===== src/rtl/seq_addsub_pkg.sv =====
// Shared types and sizing helpers for the multi-cycle adder/subtractor.
package seq_addsub_pkg;

  typedef enum logic [1:0] {ST_IDLE, ST_RUN, ST_DONE} state_e;

  localparam int unsigned DefWidth = 16;
  localparam int unsigned DefDigit = 4;
  localparam int unsigned NSTEPS   = DefWidth / DefDigit;

  // Step counter width; never narrower than one bit, even for a single-slice build.
  function automatic int unsigned clog2(input int unsigned n);
    return (n > 1) ? $clog2(n) : 1;
  endfunction

endpackage


===== src/rtl/seq_addsub_cpa_slice.sv =====
// Combinational DIGIT-bit ripple-carry slice; the top time-multiplexes one instance.
module cpa_slice #(
  parameter int unsigned DIGIT = 4
) (
  input  logic [DIGIT-1:0] a_i,
  input  logic [DIGIT-1:0] b_i,
  input  logic             cin_i,
  output logic [DIGIT-1:0] s_o,
  output logic             cout_o,
  output logic             c_msb_o
);

  logic c;

  always_comb begin
    c       = cin_i;
    c_msb_o = cin_i;
    s_o     = '0;
    for (int i = 0; i < int'(DIGIT); i++) begin
      c_msb_o = c;
      s_o[i]  = a_i[i] ^ b_i[i] ^ c;
      c       = (a_i[i] & b_i[i]) | (c & (a_i[i] ^ b_i[i]));
    end
    cout_o = c;
  end

endmodule


===== src/rtl/seq_addsub.sv =====
// Multi-cycle add/subtract, DIGIT bits per cycle, LSB slice first.
// Optional signed saturation of the result: define SEQ_ADDSUB_SAT_EN.
module seq_addsub
  import seq_addsub_pkg::*;
#(
  parameter int unsigned WIDTH = 16,
  parameter int unsigned DIGIT = 4
) (
  input  logic             clk,
  input  logic             rst,
  input  logic             in_valid,
  output logic             in_ready,
  input  logic             op_sub,
  input  logic [WIDTH-1:0] a,
  input  logic [WIDTH-1:0] b,
  output logic             out_valid,
  input  logic             out_ready,
  output logic [WIDTH-1:0] s,
  output logic             cout,
  output logic             ovf,
  output logic             zero
);

  localparam int unsigned NSteps = WIDTH / DIGIT;
  localparam int unsigned StepW  = clog2(NSteps);
  localparam logic [StepW-1:0] LastStep = StepW'(NSteps - 1);

  state_e           state_q;
  logic [StepW-1:0] step_q;
  logic             carry_q;
  logic [WIDTH-1:0] a_q, b_q, s_q;
  logic             cout_q, ovf_q, zero_q;

  int unsigned      base;
  logic [DIGIT-1:0] sl_a, sl_b, sl_s;
  logic             sl_cout, sl_cmsb;
  logic [WIDTH-1:0] res_wrap, res_d;
  logic             ovf_d;

  always_comb begin
    base     = int'(step_q) * DIGIT;
    sl_a     = a_q[base +: DIGIT];
    sl_b     = b_q[base +: DIGIT];
    res_wrap = s_q;
    res_wrap[base +: DIGIT] = sl_s;
    // Only meaningful on the last step, where the slice MSB is the word MSB.
    ovf_d    = sl_cmsb ^ sl_cout;
    res_d    = res_wrap;
`ifdef SEQ_ADDSUB_SAT_EN
    // On overflow the wrapped MSB is the inverse of the true sign.
    if (ovf_d) begin
      res_d = res_wrap[WIDTH-1] ? {1'b0, {(WIDTH-1){1'b1}}} : {1'b1, {(WIDTH-1){1'b0}}};
    end
`endif
  end

  cpa_slice #(
    .DIGIT(DIGIT)
  ) u_slice (
    .a_i    (sl_a),
    .b_i    (sl_b),
    .cin_i  (carry_q),
    .s_o    (sl_s),
    .cout_o (sl_cout),
    .c_msb_o(sl_cmsb)
  );

  always_ff @(posedge clk or posedge rst) begin
    if (rst) begin
      state_q <= ST_IDLE;
      step_q  <= '0;
      carry_q <= 1'b0;
      a_q     <= '0;
      b_q     <= '0;
      s_q     <= '0;
      cout_q  <= 1'b0;
      ovf_q   <= 1'b0;
      zero_q  <= 1'b0;
    end else begin
      case (state_q)
        ST_IDLE: begin
          if (in_valid) begin
            a_q     <= a;
            b_q     <= op_sub ? ~b : b;
            carry_q <= op_sub;
            step_q  <= '0;
            state_q <= ST_RUN;
          end
        end
        ST_RUN: begin
          carry_q <= sl_cout;
          if (step_q == LastStep) begin
            s_q     <= res_d;
            cout_q  <= sl_cout;
            ovf_q   <= ovf_d;
            zero_q  <= (res_d == '0);
            state_q <= ST_DONE;
          end else begin
            s_q    <= res_wrap;
            step_q <= step_q + 1'b1;
          end
        end
        ST_DONE: begin
          if (out_ready) begin
            state_q <= ST_IDLE;
          end
        end
        default: state_q <= ST_IDLE;
      endcase
    end
  end

  assign in_ready  = (state_q == ST_IDLE);
  assign out_valid = (state_q == ST_DONE);
  assign s         = s_q;
  assign cout      = cout_q;
  assign ovf       = ovf_q;
  assign zero      = zero_q;

endmodule


===== config.mk =====
export PLATFORM = sky130hd
export DESIGN_NAME = seq_addsub
export DESIGN_NICKNAME = d
export VERILOG_FILES = /design/src/rtl/seq_addsub_pkg.sv /design/src/rtl/seq_addsub_cpa_slice.sv /design/src/rtl/seq_addsub.sv
export SDC_FILE = /design/constraint.sdc
export NUM_CORES = 1
export LEC_CHECK = 0
export BUFFER_PORTS_ARGS = -buffer_cell sky130_fd_sc_hd__buf_2
export CAP_MARGIN = 20
export CORE_MARGIN = 2
export CORE_UTILIZATION = 60
export CTS_BUF_LIST = sky130_fd_sc_hd__clkbuf_4 sky130_fd_sc_hd__clkbuf_8
export DETAILED_ROUTE_END_ITERATION = 16
export PLACE_DENSITY_LB_ADDON = 0.3
export SYNTH_ARGS = -nofsm -noshare
export SYNTH_HDL_FRONTEND = slang
export SYNTH_HIERARCHICAL = 1
export SYNTH_SLANG_ARGS = --single-unit

===== constraint.sdc =====
create_clock -name clk -period 5.74 [get_ports clk]
set_input_delay 1.148 -clock clk [delete_from_list [all_inputs] [get_ports clk]]
set_output_delay 1.148 -clock clk [all_outputs]
set_load 0.01 [all_outputs]

==> results of run 1 <==
==> layout make-up <==
cell class / instances / area, um^2
timing repair buffer: 59 / 300
inverter: 13 / 48.8
clock inverter: 1 / 5.00
multi-input combinational: 153 / 1270
clock buffer: 6 / 76.3
fill: 310 / 1240
sequential: 56 / 1400
tap: 52 / 65.1
==> cell families (layout without fill, tap and decap cells) <==
logic type	count (synthesis)	in the layout
muxes	27	27
and+or+nand+nor	56	56
DFF	56	56
adders and majority gates	10	10
xor gates and xnor gates	17	17
AOI/OAI and AO/OA	43	43
buffers and inverters	27	79
==> synthesized netlist by cell type (2+ instances only) <==
cell type and number:
nor3b_1 2, ha_1 6, inv_2 2, a32o_2 2, fa_1 4, buf_2 10
xnor2_1 17, a21oi_1 16, nand3_1 2, o21ai_1 8, nand2_1 16, inv_1 11
nand4bb_1 2, nor2_1 21, mux2_1 17, a32o_1 11, nor2b_1 2, mux4_2 8
clkbuf_1 3, nor4_1 4, dfrtp_1 56, and2_1 2
==> state kept, by name, indices dropped and copies added, names as in the netlist <==
register	cells
zero	1
state_q	2
carry_q	1
ovf	1
cout	1
step_q	2
a_q	16
s	16
b_q	16
==> per-stage QoR <==
step,total power [uW],area [um^2],instances,hold slack (ns),util [%]
after CTS,2070,3170,340,0.499,71.8
final,2060,3170,340,0.502,71.8
after global routing,2240,3170,340,0.513,71.8
after floorplan,1550,2790,236,0.452,-
after detailed placement,1860,3090,333,0.477,70.0
after global placement,1820,3090,333,0.469,70.0
==> worst register-to-register path: stages, from the launching register on <==
cell	delay [ns]
dfrtp_1	0.90
mux4_2	0.62
fa_1	0.43
inv_1	0.08
fa_1	0.19
fa_1	0.16
inv_1	0.06
fa_1	0.64
o41ai_1	0.12
o21ai_0	0.16
nand3_1	0.11
a32o_1	0.27
==> power by group through the flow <==
stage          clock [uW]  combinational [uW]  sequential (uW)
2_1_floorplan           0                 873              679
3_3_place_gp            0                1100              717
3_5_place_dp            0                1130              729
4_1_cts               212                1130              721
5_1_grt               225                1270              744
6_report              208                1130              721
==> routing by layer <==
metal,up-vias,global-route usage [%],routed length [um]
met5,-,0,0
met2,64,39.1,2750
met1,949,29.3,2300
li1,935,-,-
met3,5,3.19,243
met4,0,7.55,62
==> how the worst max path moves through the flow <==
stage | endpoint | slack (ns) | cells past startpoint
floorplan | zero | 2.35 | 13
global placement | zero | 2.04 | 11
detailed placement | zero | 1.92 | 11
CTS | zero | 1.88 | 11
global route | zero | 1.56 | 11
finish | zero | 1.89 | 11
==> qor.yml, run 1 <==
startpoint: "step_q[0]"
cts_resized: 0
cts_tree: "built"
antenna_found_initial: 0
syn2layout_area_growth_pct: 13.6
clockBufferDepth: 2
critPathLaunchType: "flop"
cts_root_buf: "clkbuf_8"
post_drt_wl_per_cell_um: 15.7
clk_latency_ns: 0.30
yosysTopAreaCell: "dfrtp_1"
dpl_worst_slack_ns: 1.92
critPathRequiredTime_ns: 5.94
rows: 24
min_period_ns: 3.85
synth-xor-area-share_pct: 5.33
grt_pass1_wl_um: 9120
grt_pass1_vias: 1952
p_int_uw: 1150
ys_seq_elements: 56
track_usage_pct: 22.6
synthTopCellsByArea: "dfrtp_1 (50%), mux2_1 (6.9%), mux4_2 (6.5%)"
r2r_end: "zero"
place_congestion: 0.847
path_cells: "mux4_2 -> fa_1 -> inv_1 -> fa_1 -> fa_1 -> inv_1 -> fa_1 -> o41ai_1 -> o21ai_0 -> nand3_1 -> a32o_1"
period_share_pct: 67.0
die_area_mm2: 0.00521
num-nets-final: 335
syn_avg_cell_area_um2: 11.8
ios: 58
core_mm2: 0.00441
worstPathArrival_ns: 4.04
dp_hpwl_um: 3880
hold_viol: 0
synth_top_family_by_area: "multiplexers"
viasPerCell: 5.74
path_max_fanout: 19
reg2regPathDepth: 11
min_path_type: "reg -> reg"
worstMarginPinSlew_ns: 0.933
start_util_pct: 63.2
synth_edf_count: 0
setup_viol: 0
cpPeakStageDelay_ns: 0.90
cpMaxStageDelayCell: "dfrtp_1"
synth-seq-area-share_pct: 50.2
setup_slack_ns: 1.89
r2r_slack_ns: 1.89
min-delay-start: "a_q[14]"
maxCapViolations: 0
finalClockSkew_ns: 0.00290
fmax_mhz: 260
final_common_cell: "buf_2"
synth_top_area_share_pct: 50.2
numCtsBuffers: 5
syn-instance-count: 236
combPwrFrac_pct: 54.9
cts_htree_levels: 2
critPathKind: "reg -> reg"
routed_wl_um: 5350
leakage_uw: 0.00147
end_kind: "flop"
n_antenna_cell: 0
synth_cell_types: 36
grt-ovfl-total: 0
rsz0062_at_grt: "no"
seqPwrFrac_pct: 35.0
r2r_start: "step_q[0]"
post_cts_buffers: 0
drive_above_1_share_pct: 28.8
ys_async_sr_fraction_pct: 100
synth-adder-area-share_pct: 5.56
hold_end: "a_q[14]"
dr.first_iter.drc_count: 210
powerDensity_mw_per_mm2: 649
port_buffers: 57
path_buf_inv: 2
setup_tns_ns: 0
grt_max_degree: 57
synth_warnings: 6
dieHeight_um: 72.2
ant_nets: 0
die_w_um: 72.2
synth_mux_area_share_pct: 14.1
syn_nets: 283
drv_slew: 0
final_cell_mix: "buf_2 (57), dfrtp_1 (56), nor2_1 (21)"
drtPass1Iterations: 4
status: "completed"
cpMostUsedCell: "fa_1"
pwr-share-clk_pct: 10.1
vdd_drop_max_mv: 0.374
holdBufCountCts: 0
synthSimpleGateAreaFrac_pct: 9.68
path_delay_family: "adder cells"
min_path_cells: 1
clkTransAtPathRegs_ns: 0.09
synth-compound-area-share_pct: 10.9
synth_ff_type: "dfrtp_1"
syn_area_mm2: 0.00279
drc: 0
p_sw_share_pct: 44.2
netSwitchingPower_uw: 910
vias: 1953
slew_headroom_pct: 37.8
clock-sinks: 56
(Power assumes the default switching activity.)
==> run 2: changes to the inputs <==
--- a/config.mk
+++ b/config.mk
@@ -5,10 +5,11 @@
 export SDC_FILE = /design/constraint.sdc
 export NUM_CORES = 1
 export LEC_CHECK = 0
+export ABC_AREA = 1
 export BUFFER_PORTS_ARGS = -buffer_cell sky130_fd_sc_hd__buf_2
 export CAP_MARGIN = 20
 export CORE_MARGIN = 2
-export CORE_UTILIZATION = 60
+export CORE_UTILIZATION = 57
 export CTS_BUF_LIST = sky130_fd_sc_hd__clkbuf_4 sky130_fd_sc_hd__clkbuf_8
 export DETAILED_ROUTE_END_ITERATION = 16
 export PLACE_DENSITY_LB_ADDON = 0.3
==> constraint.sdc (replaced) <==
create_clock -name clk -period 3.8 [get_ports clk]
set_input_delay 0.76 -clock clk [delete_from_list [all_inputs] [get_ports clk]]
set_output_delay 0.76 -clock clk [all_outputs]
set_load 0.01 [all_outputs]
==> run 2 against run 1 <==
Effect of this change: clock power up 89%; cell count is 48% higher; power rose by 58%; critical path depth is 5 higher; clock skew rose by 0.0041 ns; synthesized cell count is 61% higher; clock-buffer cell count is the same; hold slack worse by 0.013 ns; first-iteration DRC count down 21%; combinational power rose by 56%; die area increased by 13%; wire length increased by 15%; critical path type unchanged; largest cell class is now multi-input combinational cells.
==> qor.yml, run 2 <==
status: "completed"
dieHeight_um: 76.9
period_share_pct: 91.3
path_max_fanout: 12
dpl_worst_slack_ns: 0.420
setup_viol: 0
final_cell_count_no_fill: 503
cts_htree_levels: 2
dr.first_iter.drc_count: 166
synth_top_family_by_area: "simple AND/OR/NAND/NOR gates"
viasPerCell: 5.14
critPathLaunchType: "flop"
port_buffers: 57
synthTopCellsByArea: "dfrtp_1 (46%), nand2_1 (15%), o21ai_0 (6.6%)"
cts_root_buf: "clkbuf_8"
fmax_mhz: 288
die_w_um: 76.9
grt_pass1_wl_um: 10600
syn_area_mm2: 0.00303
clkTransAtPathRegs_ns: 0.10
cts_resized: 0
core_mm2: 0.00511
synthMostInstantiatedCell: "nand2_1"
synth-seq-area-share_pct: 46.3
final_common_cell: "nand2_1"
rows: 26
drc: 0
powerDensity_mw_per_mm2: 949
synth-compound-area-share_pct: 11.3
leakage_uw: 0.00179
drtPass1Iterations: 4
end_kind: "flop"
routed_wl_um: 6180
setup_tns_ns: 0
drv_slew: 0
synth-adder-area-share_pct: 5.13
rsz0062_at_grt: "no"
ios: 58
holdBufCountCts: 0
vdd_drop_max_mv: 0.394
hold_viol: 0
drive_above_1_share_pct: 20.1
numCtsBuffers: 5
grt_pass1_vias: 2385
dp_hpwl_um: 4610
yosysTopAreaCell: "dfrtp_1"
critPathKind: "reg -> reg"
syn-instance-count: 380
place_congestion: 0.916
ant_nets: 0
slew_headroom_pct: 59.9
track_usage_pct: 22.0
reg2regPathDepth: 16
maxCapViolations: 0
post_drt_wl_per_cell_um: 12.3
worstMarginPinSlew_ns: 0.601
synthSimpleGateAreaFrac_pct: 25.2
syn2layout_area_growth_pct: 13.5
synth_mux_area_share_pct: 0
grt-ovfl-total: 0
clockBufferDepth: 2
place_inst: 495
synth_edf_count: 0
die_area_mm2: 0.00591
final_cell_mix: "nand2_1 (121), buf_2 (57), dfrtp_1 (56)"
synth_top_area_share_pct: 46.3
ys_seq_elements: 56
num-nets-final: 479
setup_slack_ns: 0.332
min_path_type: "reg -> reg"
grt_max_degree: 50
min_period_ns: 3.47
n_antenna_cell: 0
synth-xor-area-share_pct: 4.92
clk_latency_ns: 0.31
critPathRequiredTime_ns: 4.01
min_path_cells: 2
post_cts_buffers: 0
finalClockSkew_ns: 0.00698
vias: 2585
cts_tree: "built"
synth_top_cells_by_count: "nand2_1 (121), dfrtp_1 (56), nor2_1 (43)"
synth_ff_type: "dfrtp_1"
worstPathArrival_ns: 3.67
syn_nets: 427
clock-sinks: 56
antenna_found_initial: 0
syn_avg_cell_area_um2: 7.96
synth_warnings: 6
ys_async_sr_fraction_pct: 100
synth_cell_types: 23
start_util_pct: 59.3
[run 2: changes by cell type in the layout (fill, tap and decap cells not counted), sizes merged, moves of 13 or more]
cell and change:
nor2 +28, o21ai +34, a32o -13, inv +17
mux2 -18, a21oi -16, nand2 +108, nand3 +13
[run 2: area by class of cell]
| type | count | area (um^2) |
|---|---|---|
| Clock buffer | 6 | 76.3 |
| Fill cell | 440 | 1670 |
| Multi-Input combinational cell | 278 | 1410 |
| Tap cell | 70 | 87.6 |
| Inverter | 31 | 119 |
| Timing Repair Buffer | 60 | 308 |
| Clock inverter | 2 | 35.0 |
| Sequential cell | 56 | 1400 |
[run 2: cells by family after synthesis]
family,count (synthesis)
adder cells (fa/ha/maj),10
flip-flops,56
AO/OA/AOI/OAI,63
XOR/XNOR,17
buffers and inverters,46
AND/OR/NAND/NOR,188
[run 2: final timing paths]
check	from	to	slack, ns
max	step_q[1]	zero	0.33
min	a_q[6]	a_q[6]	0.49
max reg2reg	step_q[1]	zero	0.33
min reg2reg	a_q[6]	a_q[6]	0.49
max in group asynchronous	rst	b_q[13]	2.52
min in group asynchronous	rst	a_q[0]	0.51
[run 2: per-layer routing]
layer	wire [um]	GRT usage [%]
met1	2800	28.6
met2	2970	36.8
met3	251	4.24
met4	153	8.18
met5	0	0
[run 2: critical path, stage by stage, from the launching register on]
cell      delay, ns
dfrtp_1        0.56
clkinv_1       0.39
o21ai_1        0.21
o22ai_1        0.13
fa_1           0.42
inv_1          0.07
fa_1           0.18
fa_1           0.16
inv_1          0.07
fa_1           0.54
nand3_1        0.11
o21ai_0        0.25
nor2_1         0.07
nand2_1        0.07
nor2_1         0.04
nand2_1        0.06
nand2_1        0.05
[run 2: per-stage QoR]
| stage | total power, uW | util [%] | hold slack (ns) | area [um^2] |
|---|---|---|---|---|
| after floorplan | 2450 | - | 0.444 | 3030 |
| after global placement | 2810 | 65.1 | 0.464 | 3320 |
| after detailed placement | 2870 | 65.1 | 0.464 | 3320 |
| after CTS | 3270 | 67.2 | 0.491 | 3430 |
| after global routing | 3570 | 67.2 | 0.523 | 3430 |
| final | 3260 | 67.2 | 0.489 | 3430 |
[run 2: power breakdown]
| group | internal [uW] | switching [uW] |
|---|---|---|
| Combinational | 644 | 1120 |
| Clock | 203 | 190 |
| Sequential | 880 | 224 |
| Total | 1730 | 1530 |
==> run 3: changes to the inputs <==
==> constraint.sdc (replaced) <==
create_clock -name clk -period 3.8 [get_ports clk]
set_input_delay 0.57 -clock clk [delete_from_list [all_inputs] [get_ports clk]]
set_output_delay 0.57 -clock clk [all_outputs]
set_load 0.01 [all_outputs]
==> run 3 against run 2 <==
Effect of this change: clock-buffer cell count down 1; sequential share of layout area down 0.21 points; via count down 1.4%; die area unchanged; power up 2.2%; first-iteration DRC count down 7.2%; sequential cell count unchanged; fmax up 1.2%; utilization up 0.34 points; cell area up 0.51%; critical path depth unchanged; register-to-register slack better by 0.04 ns.
==> qor.yml, run 3 (same netlist as run 2, synthesis figures left out) <==
period_share_pct: 90.2
cpPeakStageDelay_ns: 0.57
grt_use_met1_pct: 30.0
vias: 2549
port_buffers: 57
multi_input_area_mm2: 0.00141
cts_root_buf: "clkbuf_8"
drc: 0
antenna_found_initial: 0
track_usage_pct: 22.8
die_area_mm2: 0.00591
globalRouteMet2Util_pct: 38.4
syn2layout_area_growth_pct: 14.1
drtPass1Iterations: 4
pwr-share-clk_pct: 13.3
vdd_drop_max_mv: 0.368
maxCapViolations: 0
crit_end: "zero"
finalClockSkew_ns: 0.00574
core_mm2: 0.00511
path_delay_family: "adder cells"
num-nets-final: 479
ant_nets: 0
worstMarginPinSlew_ns: 0.552
cpMaxStageDelayCell: "dfrtp_1"
cts_tree: "built"
path_cells: "clkinv_1 -> o21ai_1 -> o22ai_1 -> fa_1 -> inv_1 -> fa_1 -> fa_1 -> inv_1 -> fa_1 -> nand3_1 -> o21ai_0 -> nor2_1 -> nand2_1 -> nor2_1 -> nand2_1 -> nand2_1"
min_period_ns: 3.43
post_drt_wl_per_cell_um: 12.6
ios: 58
drive_above_1_share_pct: 19.9
numCtsBuffers: 5
critPathLaunchType: "flop"
dr.first_iter.drc_count: 154
cpMostUsedCell: "fa_1"
cts_htree_levels: 2
dpl_worst_slack_ns: 0.426
slew_headroom_pct: 63.2
fmax_mhz: 292
path_max_fanout: 12
status: "completed"
worstPathArrival_ns: 3.63
holdBufCountCts: 0
grt_pass1_wl_um: 10900
nFillCells: 425
r2r_slack_ns: 0.37
setup_viol: 0
min_path_type: "in -> async"
final_common_cell: "nand2_1"
leakage_uw: 0.00179
whs_ns: 0.281
cp_num_cells: 16
cts_resized: 0
busiest_layer: "met2"
r2r_end: "zero"
place_congestion: 0.925
p_int_uw: 1790
use_met3_pct: 4.12
final_cell_mix: "nand2_1 (121), buf_2 (57), dfrtp_1 (56)"
grt_pass1_vias: 2453
end_kind: "flop"
n_antenna_cell: 0
p_sw_share_pct: 46.4
regArea_mm2: 0.00140
startpoint: "step_q[1]"
die_w_um: 76.9
seqPwrFrac_pct: 33.1
critPathRequiredTime_ns: 4.01
fin_util_pct: 67.6
start_util_pct: 59.3
hold_viol: 0
critPathKind: "reg -> reg"
clock-sinks: 56
reg2regPathDepth: 16
setup_tns_ns: 0
grt-ovfl-total: 0
clk_latency_ns: 0.31
powerDensity_mw_per_mm2: 965
rsz0062_at_grt: "no"
drv_slew: 0
routed_wl_um: 6330
clkTransAtPathRegs_ns: 0.09
path_buf_inv: 3
grt_max_degree: 51
netSwitchingPower_uw: 1540
clockBufferDepth: 2
dp_hpwl_um: 4650
post_cts_buffers: 0
rows: 26
dieHeight_um: 76.9
r2r_start: "step_q[1]"
setup_slack_ns: 0.372
viasPerCell: 5.08
combPwrFrac_pct: 53.6
## run 3: changes by cell type in the layout (fill, tap and decap cells not counted)
cell,before,now
clkinv_2,1,0
clkbuf_4,1,0
bufinv_16,1,2
## run 3: metrics by stage
step | instances | total power [uW] | area (um^2)
after global routing | 502 | 3640 | 3450
final | 502 | 3330 | 3450
after CTS | 502 | 3340 | 3450
after detailed placement | 495 | 2890 | 3320
after global placement | 495 | 2810 | 3320
after floorplan | 380 | 2450 | 3030
## run 3: power by group through the flow
stage	clock network, uW	registers [uW]	logic [uW]
floorplan	0	1080	1370
global placement	0	1110	1710
detailed placement	0	1110	1780
CTS	450	1100	1790
global route	470	1140	2030
finish	444	1100	1790
## run 3: per-layer routing
layer / wire length, um / part of all wire [%] / vias up
met5: 0 / 0 / -
met4: 92 / 1.5 / 0
met3: 257 / 4.1 / 8
met2: 3140 / 50 / 56
met1: 2840 / 45 / 1179
li1: - / - / 1306
## run 3: area by class of cell
cell class,count,area share [%]
clock inverter,2,1.74
clock buffer,5,1.99
timing repair buffer,60,8.92
sequential,56,40.6
multi-input combinational,278,40.8
inverter,31,3.44
tap,70,2.54
## run 3: how the worst min path moves through the flow
stage	startpoint	end	slack, ns	depth (start not counted)
finish	rst	s[9]	0.28	2
global route	rst	s[9]	0.32	2
detailed placement	a_q[7]	a_q[7]	0.47	2
CTS	rst	b_q[8]	0.30	2
global placement	a_q[9]	a_q[9]	0.46	2
floorplan	a_q[10]	a_q[10]	0.44	2
